`config.mk`:
```
export PLATFORM = sky130hd
export DESIGN_NAME = bp_stream_mmio_responder
export DESIGN_NICKNAME = d
export VERILOG_FILES = /design/src/rtl/bp_stream_mmio_responder.sv
export SDC_FILE = /design/constraint.sdc
export NUM_CORES = 1
export LEC_CHECK = 0
export CAP_MARGIN = 20
export CORE_AREA = 5 5 470 472
export CTS_BUF_LIST = sky130_fd_sc_hd__clkbuf_8
export CTS_CLUSTER_SIZE = 28
export DETAILED_ROUTE_END_ITERATION = 16
export DIE_AREA = 0 0 475 477
export GPL_TIMING_DRIVEN = 0
export SYNTH_ARGS = -nofsm -noshare
export SYNTH_HDL_FRONTEND = slang
export SYNTH_SLANG_ARGS = --single-unit
```
`constraint.sdc`:
```
create_clock -name clk_i -period 5.2 [get_ports clk_i]
set_input_delay 0.52 -clock clk_i [delete_from_list [all_inputs] [get_ports clk_i]]
set_output_delay 0.52 -clock clk_i [all_outputs]
set_load 0.005 [all_outputs]
```
`src/rtl/bp_stream_mmio_responder.sv`:
```
// Memory-side endpoint for uncached I/O commands targeting the host.
// Each command becomes one NBF packet {opcode, addr, data} sent LSB flit first;
// reads then gather a return dword from the inbound stream before responding.
// The processor configuration is flattened into explicit width parameters.
module bp_stream_mmio_responder #(
  parameter int unsigned paddr_width_p       = 40,
  parameter int unsigned cce_block_width_p   = 512,
  parameter int unsigned payload_width_p     = 16,
  parameter int unsigned stream_data_width_p = 32,
  parameter int unsigned nbf_opcode_width_p  = 8,
  parameter int unsigned nbf_addr_width_p    = paddr_width_p,
  parameter int unsigned nbf_data_width_p    = 64,
  localparam int unsigned cce_mem_header_width_lp = payload_width_p + 3 + paddr_width_p + 4,
  localparam int unsigned cce_mem_msg_width_lp    = cce_mem_header_width_lp + cce_block_width_p
) (
  input  logic                            clk_i,
  input  logic                            reset_n_i,

  input  logic [cce_mem_msg_width_lp-1:0] io_cmd_i,
  input  logic                            io_cmd_v_i,
  output logic                            io_cmd_ready_o,

  output logic [cce_mem_msg_width_lp-1:0] io_resp_o,
  output logic                            io_resp_v_o,
  input  logic                            io_resp_yumi_i,

  output logic [stream_data_width_p-1:0]  stream_data_o,
  output logic                            stream_v_o,
  input  logic                            stream_yumi_i,

  input  logic [stream_data_width_p-1:0]  stream_data_i,
  input  logic                            stream_v_i,
  output logic                            stream_ready_o,

  output logic                            idle_o
);

  localparam int unsigned nbf_width_lp      = nbf_opcode_width_p + nbf_addr_width_p + nbf_data_width_p;
  localparam int unsigned nbf_num_flits_lp  = (nbf_width_lp + stream_data_width_p - 1) / stream_data_width_p;
  localparam int unsigned rd_num_flits_lp   = (nbf_data_width_p + stream_data_width_p - 1) / stream_data_width_p;
  localparam int unsigned pkt_width_lp      = nbf_num_flits_lp * stream_data_width_p;
  localparam int unsigned rd_width_lp       = rd_num_flits_lp * stream_data_width_p;
  localparam int unsigned flit_cnt_width_lp = (nbf_num_flits_lp > 1) ? $clog2(nbf_num_flits_lp) : 1;
  localparam int unsigned rd_cnt_width_lp   = (rd_num_flits_lp > 1) ? $clog2(rd_num_flits_lp) : 1;

  localparam logic [3:0] mem_uc_wr_lp = 4'd3;

  // BedRock memory header, msg_type in the LSBs
  typedef struct packed {
    logic [payload_width_p-1:0] payload;
    logic [2:0]                 size;
    logic [paddr_width_p-1:0]   addr;
    logic [3:0]                 msg_type;
  } mem_header_s;

  typedef enum logic [1:0] {e_ready, e_send, e_wait_rd, e_resp} state_e;

  state_e                                              state_r;
  mem_header_s                                         hdr_r;
  logic                                                is_wr_r;
  logic [nbf_num_flits_lp-1:0][stream_data_width_p-1:0] pkt_r;
  logic [rd_num_flits_lp-1:0][stream_data_width_p-1:0]  rd_data_r;
  logic [flit_cnt_width_lp-1:0]                        flit_cnt_r;
  logic [flit_cnt_width_lp-1:0]                        flit_cnt_n;
  logic [rd_cnt_width_lp-1:0]                          rd_cnt_r;
  logic [stream_data_width_p-1:0]                      stream_data_r;
  logic                                                cmd_ready_r;
  logic                                                resp_v_r;
  logic                                                stream_v_r;
  logic                                                stream_ready_r;
  logic                                                idle_r;

  mem_header_s                    hdr_c;
  logic                           cmd_is_wr_c;
  logic [1:0]                     size_code_c;
  logic [nbf_opcode_width_p-1:0]  opcode_c;
  logic [nbf_data_width_p-1:0]    data_c;
  logic [pkt_width_lp-1:0]        pkt_c;
  logic [rd_width_lp-1:0]         rd_flat;
  logic                           unused_cmd_data;

  // Decode the incoming command into its NBF packet
  always_comb begin
    hdr_c       = mem_header_s'(io_cmd_i[cce_mem_header_width_lp-1:0]);
    cmd_is_wr_c = (hdr_c.msg_type == mem_uc_wr_lp);
    size_code_c = (hdr_c.size > 3'd3) ? 2'd3 : hdr_c.size[1:0];
    opcode_c    = '0;
    opcode_c[4] = ~cmd_is_wr_c;
    opcode_c[1:0] = size_code_c;
    data_c      = cmd_is_wr_c ? io_cmd_i[cce_mem_header_width_lp +: nbf_data_width_p] : '0;
    pkt_c       = pkt_width_lp'({opcode_c, nbf_addr_width_p'(hdr_c.addr), data_c});
  end

  // Block data beyond the dword is intentionally dropped
  assign unused_cmd_data = ^io_cmd_i[cce_mem_msg_width_lp-1:cce_mem_header_width_lp+nbf_data_width_p];

  assign flit_cnt_n = flit_cnt_r + flit_cnt_width_lp'(1);

  // Command/packet/response sequencer with registered handshake outputs
  always_ff @(posedge clk_i) begin
    if (!reset_n_i) begin
      state_r        <= e_ready;
      hdr_r          <= '0;
      is_wr_r        <= 1'b0;
      pkt_r          <= '0;
      rd_data_r      <= '0;
      flit_cnt_r     <= '0;
      rd_cnt_r       <= '0;
      stream_data_r  <= '0;
      cmd_ready_r    <= 1'b0;
      resp_v_r       <= 1'b0;
      stream_v_r     <= 1'b0;
      stream_ready_r <= 1'b0;
      idle_r         <= 1'b1;
    end else begin
      case (state_r)
        e_ready: begin
          cmd_ready_r <= 1'b1;
          idle_r      <= 1'b1;
          if (io_cmd_v_i && cmd_ready_r) begin
            hdr_r         <= hdr_c;
            is_wr_r       <= cmd_is_wr_c;
            pkt_r         <= pkt_c;
            rd_data_r     <= '0;
            flit_cnt_r    <= '0;
            rd_cnt_r      <= '0;
            stream_data_r <= pkt_c[stream_data_width_p-1:0];
            stream_v_r    <= 1'b1;
            cmd_ready_r   <= 1'b0;
            idle_r        <= 1'b0;
            state_r       <= e_send;
          end
        end
        e_send: begin
          if (stream_yumi_i && stream_v_r) begin
            if (flit_cnt_r == flit_cnt_width_lp'(nbf_num_flits_lp - 1)) begin
              stream_v_r <= 1'b0;
              if (is_wr_r) begin
                resp_v_r <= 1'b1;
                state_r  <= e_resp;
              end else begin
                stream_ready_r <= 1'b1;
                rd_cnt_r       <= '0;
                state_r        <= e_wait_rd;
              end
            end else begin
              flit_cnt_r    <= flit_cnt_n;
              stream_data_r <= pkt_r[flit_cnt_n];
            end
          end
        end
        e_wait_rd: begin
          if (stream_v_i && stream_ready_r) begin
            rd_data_r[rd_cnt_r] <= stream_data_i;
            if (rd_cnt_r == rd_cnt_width_lp'(rd_num_flits_lp - 1)) begin
              stream_ready_r <= 1'b0;
              resp_v_r       <= 1'b1;
              state_r        <= e_resp;
            end else begin
              rd_cnt_r <= rd_cnt_r + rd_cnt_width_lp'(1);
            end
          end
        end
        e_resp: begin
          if (io_resp_yumi_i && resp_v_r) begin
            resp_v_r    <= 1'b0;
            cmd_ready_r <= 1'b1;
            idle_r      <= 1'b1;
            state_r     <= e_ready;
          end
        end
        default: state_r <= e_ready;
      endcase
    end
  end

  // Read data is cleared on accept, so writes naturally return zero
  assign rd_flat        = rd_data_r;
  assign io_resp_o      = {cce_block_width_p'(rd_flat[nbf_data_width_p-1:0]), hdr_r};
  assign io_resp_v_o    = resp_v_r;
  assign io_cmd_ready_o = cmd_ready_r;
  assign stream_data_o  = stream_data_r;
  assign stream_v_o     = stream_v_r;
  assign stream_ready_o = stream_ready_r;
  assign idle_o         = idle_r;

endmodule

```
Yosys cells after proc, flatten, opt, wreduce, memory -nomap -nowiden
Index checks and enable logic that the tools add are counted.
W data, S select, Z words.
{ "totals": {"word_cells": 115, "ff_bits": 277, "input_bits": 613, "output_inout_bits": 612} }
{ "classes": {"n_addsub": 2, "n_reduce_logical": 21, "eq_ne": 14, "order_cmp": 4, "bitwise_logic": 1, "n_mux": 53} }
{ "ops": {"columns": ["operator", "n"], "rows": [
  ["$mux W64", 3],
  ["$mux W32", 5],
  ["$pmux W64 S2", 1],
  ["$bmux W32 S2", 1],
  ["$bwmux W64", 1],
  ["$pmux W32 S2", 1],
  ["$demux W32 S1", 1],
  ["$mux W1", 23],
  ["$mux W2", 10],
  ["$ne A2 B2 Y1 const B", 9],
  ["$reduce_and A6 Y1", 3],
  ["$pmux W2 S4", 1],
  ["$reduce_and A4 Y1", 2],
  ["$reduce_bool A2 Y1", 4],
  ["$reduce_and A7 Y1", 1],
  ["$eq A2 B2 Y1 const B", 3],
  ["$pmux W1 S2", 3],
  ["$pmux W1 S3", 2],
  ["$reduce_bool A3 Y1", 2],
  ["$logic_and A1 B1 Y1", 5],
  ["$eq A4 B2 Y1 const B", 1],
  ["$pmux W2 S2", 1],
  ["$reduce_and A2 Y1", 2],
  ["$gt A3 B2 Y1 const B", 1],
  ["9 further kinds", 9]
]} }

Depth between registers and ports, before layout
Gate-level depths: netlist of run 1.
{ "depth": {"depth_word": 7, "depth_mapped": 10, "ltp_nobuf": 6} }

Least setup slack after synthesis of run 1
Ideal clock, no wire load.
{ "synth_timing": {"path_kind": "register to register", "start": "reg state_r[0]", "end": "reg pkt_r[3] (netlist name)", "required_ns": 5.072, "stages_incl_launch_ff": 11, "arrival_time_ns": 1.691, "slack_ns": 3.381, "synth_period_minus_slack_ns": 1.819, "n_path_buf": 4, "path_cell_list": "dfxtp_1 > inv_1 > ha_1 > buf_2 > and3_1 > buf_2 > and2_1 > buf_6 > buf_6 > a22oi_1 > nor2_1"} }
{ "synth_via": {"elab_chain_len": 2} }
{ "synth_lines": {"columns": ["element", "line_no", "rtl"], "rows": [
  ["start: declaration", "58", "state_e state_r;"],
  ["start signal: assignment", "102", "state_r <= e_ready;"],
  ["start signal: assignment", "131", "state_r <= e_send;"],
  ["start signal: assignment", "140", "state_r <= e_resp;"],
  ["$logic_not A2 Y1", "116", "case (state_r)"],
  ["$reduce_and A2 Y1 (no line)", null, null],
  ["end signal: assignment", "123", "pkt_r <= pkt_c;"],
  ["end: declaration", "61", "logic [nbf_num_flits_lp-1:0][stream_data_width_p-1:0] pkt_r;"]
]} }
Every way passes these cells.
A chain may end at the register's enable or synchronous reset.

Worst setup path after layout of run 1
{ "layout_timing": {"start": "reg hdr_r (netlist bit io_resp_o[38])", "end": "out io_resp_o[38]"} }
{ "layout_lines": {"columns": ["element", "line_no", "rtl"], "rows": [
  ["start: declaration", "59", "mem_header_s hdr_r;"],
  ["start signal: assignment", "121", "hdr_r <= hdr_c;"],
  ["end: declaration", "23", "output logic [cce_mem_msg_width_lp-1:0] io_resp_o,"]
]} }
No word-level cell between the ends.

==> results.json, run 1 <==
{
  "via_per_inst": 2.49,
  "cts_buffer_depth": 3,
  "tightest_slew_ns": 1.09,
  "numCtsBuffers": 48,
  "grt_use_met2_pct": 14.3,
  "slowest_delay_ns": 0.76,
  "yosysTopAreaCellShare_pct": 35.0,
  "ant_nets": 0,
  "timing.fmax_mhz": 366,
  "syn_inst": 1609,
  "yosysMostFrequentCell": "buf_4",
  "syn_area_um2": 13600,
  "cp-start-kind": "flip-flop",
  "nFillCells": 25000,
  "dr_total_vias": 13300,
  "timing.rr.end": "io_resp_o[122]",
  "drtIter0Drc": 830,
  "drv_cap": 0,
  "met3_usage_pct": 3.37,
  "area_delta_synth_final_pct": 72.1,
  "grt_pass1_vias": 12300,
  "die_h_um": 477,
  "worstPathMaxFanout": 3,
  "hpwl_mm": 80.9,
  "synth_compound_area_share_pct": 15.3,
  "hold_class": "input pin to flip-flop",
  "ys_types": 53,
  "boundaryPins": 1225,
  "h-tree-depth": 2,
  "grt_use_total_pct": 7.68,
  "dp.cells": 5246,
  "p_leak_nw": 9.55,
  "grt_max_degree": 15,
  "antenna_found_initial": 38,
  "r2r_cells": 7,
  "synthAdderAreaFrac_pct": 0.830,
  "yosys.area_share.simple_pct": 12.9,
  "die_x_um": 475,
  "synth_mux_area_share_pct": 4.28,
  "r2r_slack_ns": 2.48,
  "fin_crit_sh_pct": 52.5,
  "place.gp.congestion": 0.844,
  "skew_ns": 0.0525,
  "port-buffer-count": 328,
  "cts_tree": "yes",
  "cp_slowest_cell": "clkdlybuf4s50_1",
  "synth_enable_flop_cells": 0,
  "root_buffer": "clkbuf_8",
  "cts_setup_buffers": 0,
  "cts_sinks": 237,
  "nets": 3064,
  "cp_num_buf_inv": 2,
  "rr_startpoint": "state_r[0]",
  "post-synth-top-area-cell": "dfxtp_1",
  "drive_above_1_share_pct": 27.0,
  "end_kind": "output port",
  "firstDrtPassIters": 7,
  "finalHoldViolCount": 0,
  "final_cells": 5349,
  "setup_tns_ns": 0,
  "start_util_pct": 6.28,
  "core_area_um2": 216000,
  "min_from": "io_cmd_i[52]",
  "hold_path_end": "io_resp_o[52]",
  "holdWs_ns": 0.343,
  "dominantRegCellSynth": "dfxtp_1",
  "grt_overflow": 0,
  "cts_hold_buf": 0,
  "critPathKind": "flip-flop to output port",
  "grt_pass1_wl_mm": 116,
  "holdPathStages": 3,
  "min_period_ns": 2.73,
  "cts_resized": 0,
  "grt_use_met1_pct": 7.30,
  "required_ns": 4.68,
  "syn_area_per_cell_um2": 8.43,
  "cp_cell_sequence": "buf_4, clkdlybuf4s50_1",
  "synth_top_family_by_area": "buffers and inverters",
  "die_area_um2": 227000,
  "setup_viol": 0,
  "drc_errors": 0,
  "crit_arrival_ns": 2.21,
  "relSlewSlack_pct": 27.4,
  "synthArstFlopShare_pct": 0,
  "synth_xor_area_share_pct": 0,
  "rows": 171,
  "wire_per_inst_um": 17.3,
  "finalMaxSlewViolations": 0,
  "grt.busiest_layer": "met2",
  "crit_family": "buffers and inverters",
  "yosys-top-cells-count": "buf_4, dfxtp_1, nand2_1",
  "utilization_pct": 10.8,
  "yosys_warnings": 0,
  "synth-seq-area-share_pct": 35.0,
  "clk_latency_ns": 0.72,
  "synth.top_cells.by_area": "dfxtp_1, buf_4, nand3_1",
  "clk_pin_slew_worst_paths_ns": 0.06,
  "synth_seq_cells": 237,
  "status": "finished clean",
  "totalWireLength_mm": 92.5,
  "ir_drop_uv": 212,
  "power_density_nw_per_um2": 335,
  "rsz0062_at_grt": "false",
  "cp.depth": 2
}
-- power breakdown --
part	leakage [nW]	total (W)	switching [W]	internal (W)
Combinational	7.08	0.00338	0.00212	0.00126
Clock	0.554	0.00219	0.00103	0.00116
Sequential	1.92	0.00224	0.000203	0.00204
Total	9.55	0.00781	0.00336	0.00445
-- metrics by stage --
step / cell area (um2) / setup slack, ns / power, W
6_report: 23300 / 2.47 / 0.00781
5_1_grt: 23300 / 2.19 / 0.00825
4_1_cts: 23300 / 2.16 / 0.00798
3_5_place_dp: 22300 / 1.70 / 0.00570
3_3_place_gp: 22100 / 1.53 / 0.00565
2_1_floorplan: 15200 / 3.38 / 0.00382
-- worst max-delay path by stage --
stage / start / end / slack, ns
2_1_floorplan: state_r[0] / pkt_r[3] / 3.38
3_3_place_gp: reset_n_i / io_resp_o[11] / 1.53
3_5_place_dp: reset_n_i / io_resp_o[14] / 1.70
4_1_cts: io_resp_o[39] / io_resp_o[39] / 2.16
5_1_grt: io_resp_o[39] / io_resp_o[39] / 2.19
6_report: io_resp_o[38] / io_resp_o[38] / 2.47
-- cell type report --
class                   count  area (um2)  share of cell area, %
repair buffers            336        3440                   14.7
plain buffers             600        4270                   18.3
inverters                   6        22.5                 0.0965
multi-input cells        1213        6210                   26.6
diodes                     15        37.5                  0.161
well taps                2854        3570                   15.3
clock inverters            28         226                  0.970
flip-flops and latches    237        4740                   20.3
clock buffers              60         826                   3.54
-- tightest hold or removal path: stages --
cell and delay [ns]:
clkdlybuf4s50_1 0.40, nand2_1 0.05, a21oi_1 0.05
-- cells by family (layout without fill, tap and decap cells) --
| group | Yosys count | after routing |
|---|---|---|
| adder cells (fa/ha/maj) | 9 | 9 |
| flip-flops | 237 | 237 |
| AO/OA/AOI/OAI | 326 | 326 |
| buffers and inverters | 606 | 1030 |
| multiplexers | 33 | 33 |
| AND/OR/NAND/NOR | 397 | 397 |
| other | 1 | 463 |
-- routing by layer --
metal / up-vias / part of all wire (%)
li1: 6252 / -
met2: 931 / 51
met4: 20 / 3.5
met5: - / 0.15
met3: 157 / 12
met1: 5979 / 33
-- registers in the layout, summed over array words and instances, names as in the netlist --
| name | flops |
|---|---|
| flit_cnt_r | 2 |
| idle_o | 1 |
| io_cmd_ready_o | 1 |
| io_resp_o | 126 |
| io_resp_v_o | 1 |
| is_wr_r | 1 |
| pkt_r | 68 |
| rd_cnt_r | 1 |
| state_r | 2 |
| stream_data_o | 32 |
| stream_ready_o | 1 |
| stream_v_o | 1 |
-- cells in the final DEF, fill, tap and decap left out, drive strengths merged, types with 8 or more instances in the layout --
cell type / count
o211a: 21
a22oi: 43
nand2: 160
diode: 15
conb: 448
dfxtp: 237
o21ai: 101
nor2: 61
nand3: 155
mux4: 11
inv: 18
clkbuf: 109
mux2: 21
a221oi: 34
ha: 9
a21oi: 113
clkinvlp: 8
clkdlybuf4s50: 328
buf: 559
No activity file was read; power rests on OpenSTA's default activity.
==> run 2: changes to the inputs <==
--- a/config.mk
+++ b/config.mk
@@ -6,11 +6,11 @@
 export NUM_CORES = 1
 export LEC_CHECK = 0
 export CAP_MARGIN = 20
-export CORE_AREA = 5 5 470 472
+export CORE_AREA = 5 5 473 475
 export CTS_BUF_LIST = sky130_fd_sc_hd__clkbuf_8
 export CTS_CLUSTER_SIZE = 28
 export DETAILED_ROUTE_END_ITERATION = 16
-export DIE_AREA = 0 0 475 477
+export DIE_AREA = 0 0 478 480
 export GPL_TIMING_DRIVEN = 0
 export SYNTH_ARGS = -nofsm -noshare
 export SYNTH_HDL_FRONTEND = slang
==> constraint.sdc (replaced) <==
create_clock -name clk_i -period 2.47 [get_ports clk_i]
set_input_delay 0.247 -clock clk_i [delete_from_list [all_inputs] [get_ports clk_i]]
set_output_delay 0.247 -clock clk_i [all_outputs]
set_load 0.005 [all_outputs]
==> run 2 against run 1 <==
Net effect:
- flip-flop and latch count did not move
- cell count rose by 0.95%
- count of clock-buffer cells in the layout fell by 5
- sequential share of layout area fell by 0.28 points
- non-clock buffer count rose by 40
- largest power group unchanged
==> results.json, run 2 (synthesized netlist as in run 1, its figures left out) <==
{
  "wl_met3_mm": 12.2,
  "rsz0062_at_grt": "false",
  "status": "finished clean",
  "nets": 3105,
  "setup_tns_ns": 0,
  "wire_per_inst_um": 16.9,
  "r2r_cells": 8,
  "rr_startpoint": "state_r[1]",
  "via_per_inst": 2.51,
  "clkPwrFrac_pct": 27.4,
  "pwr-share-seq_pct": 28.6,
  "area_delta_synth_final_pct": 74.8,
  "hpwl_mm": 79.4,
  "grt_pass1_vias": 13100,
  "grt_pass1_wl_mm": 117,
  "port-buffer-count": 328,
  "grt_overflow": 0,
  "firstDrtPassIters": 5,
  "root_buffer": "clkbuf_8",
  "final_common_cell": "buf_4",
  "end_kind": "flip-flop",
  "grt_use_total_pct": 7.57,
  "clk_latency_ns": 0.77,
  "fin_crit_sh_pct": 96.8,
  "wl_met2_mm": 45.3,
  "die_x_um": 478,
  "place.gp.congestion": 0.810,
  "rows": 172,
  "finalHoldViolCount": 0,
  "totalWireLength_mm": 91.4,
  "required_ns": 3.10,
  "min_period_ns": 2.39,
  "hold_path_end": "io_resp_o[16]",
  "cts_tree": "yes",
  "skew_ns": 0.0847,
  "die_h_um": 480,
  "antenna_found_initial": 49,
  "timing.fmax_mhz": 418,
  "drive_above_1_share_pct": 27.1,
  "tightest_slew_ns": 1.10,
  "largest_reg_flops": 126,
  "finalMaxSlewViolations": 0,
  "critPathKind": "flip-flop to flip-flop",
  "setup_viol": 0,
  "cts_buffer_depth": 3,
  "sw_frac_of_total_pct": 42.5,
  "dr_total_vias": 13500,
  "hold_class": "input pin to flip-flop",
  "cts_sinks": 237,
  "wl_met1_mm": 30.6,
  "numCtsBuffers": 49,
  "maxUsedRoutingLayer": "met5",
  "ant_nets": 0,
  "timing.rr.end": "stream_data_o[21]",
  "nFillCells": 25200,
  "holdPathStages": 3,
  "p_comb_share_pct": 44.0,
  "relSlewSlack_pct": 26.4,
  "switchingPower_w": 0.00698,
  "core_area_um2": 219000,
  "multi_input_area_um2": 6220,
  "p_leak_nw": 9.78,
  "start_util_pct": 6.20,
  "drtIter0Drc": 706,
  "die_area_um2": 229000,
  "worstPathMaxFanout": 10,
  "grt_max_degree": 16,
  "boundaryPins": 1225,
  "holdWs_ns": 0.106,
  "drc_errors": 0,
  "p_int_w": 0.00946,
  "min_from": "io_cmd_i[16]",
  "clk_pin_slew_worst_paths_ns": 0.07,
  "h-tree-depth": 2,
  "ir_drop_uv": 333,
  "r2r_slack_ns": 0.08,
  "cp-start-kind": "flip-flop",
  "power_density_nw_per_um2": 694,
  "layout_common_cells": "buf_4, conb_1, clkdlybuf4s50_1",
  "register_area_um2": 4750,
  "crit_arrival_ns": 3.02,
  "drv_cap": 0
}
[run 2: final cells by class]
class                      instances  share of cell area, %
clock buffer                      55                   3.19
buffer                           600                   18.1
clock inverter                    29                   1.01
multi-input combinational       1213                   26.2
sequential                       237                   20.1
tap                             2871                   15.2
inverter                           6                 0.0950
antenna                           13                  0.137
timing repair buffer             376                   16.0
[run 2: critical path, cell delays in order (launching register included)]
cell	delay (ns)
dfxtp_1	0.47
inv_1	0.14
ha_1	0.21
buf_2	0.21
inv_1	0.21
clkbuf_1	0.53
a221oi_1	0.12
o21ai_1	0.26
o211a_1	0.18
[run 2: how the worst max path moves through the flow]
stage,startpoint,end,slack (ns),depth (start not counted)
6_report,state_r[1],stream_data_o[21],0.08,8
2_1_floorplan,state_r[0],pkt_r[3],0.65,10
3_3_place_gp,reset_n_i,io_resp_o[38],-1.29,5
4_1_cts,state_r[1],io_resp_o[81],0.002,8
3_5_place_dp,reset_n_i,stream_data_o[1],-0.59,6
5_1_grt,state_r[0],pkt_r[17],0.008,8
[run 2: power by group through the flow]
| stage | Sequential, W | Combinational, W | Clock, W |
|---|---|---|---|
| after CTS | 0.00471 | 0.00729 | 0.00478 |
| after global placement | 0.00476 | 0.00713 | 0 |
| after detailed placement | 0.00478 | 0.00719 | 0 |
| after floorplan | 0.00464 | 0.00340 | 0 |
| after global routing | 0.00475 | 0.00792 | 0.00491 |
| final | 0.00469 | 0.00724 | 0.00451 |
[run 2: routing by layer]
metal,vias to the layer above,global-route usage [%]
li1,6337,-
met1,6067,7.41
met2,929,13.7
met3,180,3.86
met4,20,2.68
met5,-,0
[run 2: repair_timing]
| item | 4_1_cts | 5_1_grt |
|---|---|---|
| gates cloned | 0 | 0 |
| setup buffers | 0 | 4 |
| hold buffers | 39 | 0 |
| endpoints found under the setup margin | 110 | 55 |
| hold endpoints to repair | 41 | 0 |
| resized for setup | 28 | 10 |
| pin swaps | 0 | 2 |
[run 2: per-stage QoR]
| stage | std cells | util [%] | total power, W | setup WS [ns] | area [um2] |
|---|---|---|---|---|---|
| 3_5_place_dp | 5260 | 10.1 | 0.0120 | -0.586 | 22200 |
| 6_report | 5400 | 10.8 | 0.0164 | 0.0787 | 23700 |
| 5_1_grt | 5390 | 10.8 | 0.0176 | 0.00833 | 23700 |
| 3_3_place_gp | 5255 | 10.1 | 0.0119 | -1.29 | 22100 |
| 2_1_floorplan | 2056 | - | 0.00803 | 0.651 | 15200 |
| 4_1_cts | 5383 | 10.8 | 0.0168 | 0.00164 | 23600 |
==> RTL edit, RTL diff (config.mk and constraints of run 2) <==
Encoding of `state_e`: now Gray code (2 bits for 4 states).
--- a/src/rtl/bp_stream_mmio_responder.sv
+++ b/src/rtl/bp_stream_mmio_responder.sv
@@ -53,7 +53,7 @@
     logic [3:0]                 msg_type;
   } mem_header_s;
 
-  typedef enum logic [1:0] {e_ready, e_send, e_wait_rd, e_resp} state_e;
+  typedef enum logic [1:0] {e_ready = 2'b00, e_send = 2'b01, e_wait_rd = 2'b11, e_resp = 2'b10} state_e;
 
   state_e                                              state_r;
   mem_header_s                                         hdr_r;
Check against the original RTL: no difference found for any inputs over 4 cycles, from zero or initial values and one cycle with reset_n_i low; so few cycles prove little.
==> RTL edit against run 2 <==
- synthesized area down 3.5%
- wire length increased by 7.0%
- hold slack lost 0.0079 ns
- cell area shrank 1.0%
- clock skew decreased by 0.014 ns
- sequential cell count stayed put
- setup slack got worse by 0.029 ns
- cell count down 0.76%
Power is not compared: it rests on default switching activity, and its combinational part moved more than twofold at a synthesized area within 25%.
==> RTL edit: results (changes against run 2) <==
OUTCOME
-----------------------------------------------------------------------------------------------------
Run status ............................................................................. finished clean

TIMING
-----------------------------------------------------------------------------------------------------
Clock tree skew after final layout .....................................................    0.0706 ns   -0.0141 ns
Transition time of the tightest slew-check pin .........................................      1.04 ns   -0.0651 ns
Worst Hold Margin ......................................................................    0.0976 ns   -0.00789 ns

ROUTING
-----------------------------------------------------------------------------------------------------
DRC marker count from the first detailed-route iteration ...............................          632   -10%
Via density per instance ...............................................................         2.41   -4.0%
Total Wirelength .......................................................................     97800 µm   +7.0%
Vias ...................................................................................        12900   -4.7%
TritonRoute pass-1 iters ...............................................................            6   +1

CRITICAL PATH
-----------------------------------------------------------------------------------------------------
Kind of cell adding the most delay to the critical path ................................ compound AO/OA/AOI/OAI gates
Crit Reg-Reg Startpoint ................................................................ flit_cnt_r[0]
End of the worst register-to-register path ............................................. stream_data_o[2]
Largest incremental delay on the critical path .........................................      0.67 ns   +0.14 ns
Worst path arrival time ................................................................      3.06 ns   +0.04 ns
Count of cells along the worst register-to-register path ...............................            7   -1

PLACED DESIGN
-----------------------------------------------------------------------------------------------------
Pre-CTS setup slack ....................................................................    -0.308 ns   +0.278 ns
Gp weighted congestion .................................................................        0.743   -8.3%
Cell area after placement ..............................................................    21700 µm²   -2.0%
HPWL after detailed placement ..........................................................     86300 µm   +8.7%

GLOBAL ROUTE
-----------------------------------------------------------------------------------------------------
First-pass GRT wire length .............................................................    122000 µm   +4.1%
Global-route total usage across every layer ............................................       0.0810   +0.00535
Largest net degree at the start of global routing ......................................           14   -2
Initial antenna violation count ........................................................           66   +35%

CLOCK TREE
-----------------------------------------------------------------------------------------------------
Number of buffers created by CTS .......................................................           54   +10%

MIN PATH
-----------------------------------------------------------------------------------------------------
Min-Delay Endpoint ..................................................................... io_resp_o[33]
Worst hold start ....................................................................... io_cmd_i[33]

CELLS AND AREA
-----------------------------------------------------------------------------------------------------
Final Net Count ........................................................................         3043   -2.0%
Share of layout cells above drive strength 1 ...........................................        0.279   +0.00788

LOGIC SYNTHESIS
-----------------------------------------------------------------------------------------------------
Post-synthesis share of cell area spent on full adders, half adders and majority gates .     0.000955   -0.00735
Proportion of synthesized area in mux cells ............................................       0.0349   -0.00793
Part of the Yosys area used for sequential elements ....................................        0.362   +0.0125
Area share of the leading cell type in the synthesized netlist .........................        0.362   +0.0125

## RTL edit: cells by family (layout without fill, tap and decap cells)
group                    after synthesis  count (layout)
other                                  1             466
AO/OA/AOI/OAI                        334             334
buffers and inverters                597            1075
flip-flops                           237             237
adder cells (fa/ha/maj)                1               1
AND/OR/NAND/NOR                      332             332
multiplexers                          43              43
## RTL edit: area by class of cell
cell class                 count  area, µm²
antenna                       18       45.0
clock inverter                31        284
inverter                       4       15.0
timing repair buffer         381       3850
fill                       25400     195000
tap                         2871       3590
sequential                   237       4750
buffer                       593       4220
multi-input combinational   1158       5810
clock buffer                  66        908
## RTL edit: routing by layer
layer  routed length (µm)  track usage
met1                34800       0.0819
met2                48200        0.145
met3                11900       0.0410
met4                 2850       0.0255
met5                  103            0
## RTL edit: worst max path at each step
stage	startpoint	to	slack [ns]	cells after the start
2_1_floorplan	flit_cnt_r[0]	stream_data_o[25]	0.75	7
3_3_place_gp	reset_n_i	io_resp_o[93]	-0.60	5
3_5_place_dp	io_cmd_i[1]	stream_data_o[28]	-0.31	7
4_1_cts	io_resp_o[4]	io_resp_o[4]	0.01	2
5_1_grt	io_resp_o[39]	io_resp_o[39]	-0.0006	2
6_report	flit_cnt_r[0]	stream_data_o[2]	0.05	7
## RTL edit: power groups by stage
stage	Combinational, W	Sequential (W)	Clock [W]
final	0.00284	0.00414	0.00523
after floorplan	0.00140	0.00416	0
after global routing	0.00313	0.00417	0.00561
after detailed placement	0.00279	0.00424	0
after CTS	0.00289	0.00416	0.00548
after global placement	0.00276	0.00423	0
## RTL edit: what timing repair did
action | CTS | global route
hold buffers | 47 | 0
setup endpoints to repair | 6 | 1
endpoints found under the hold margin | 47 | 0
resized for setup | 6 | 1
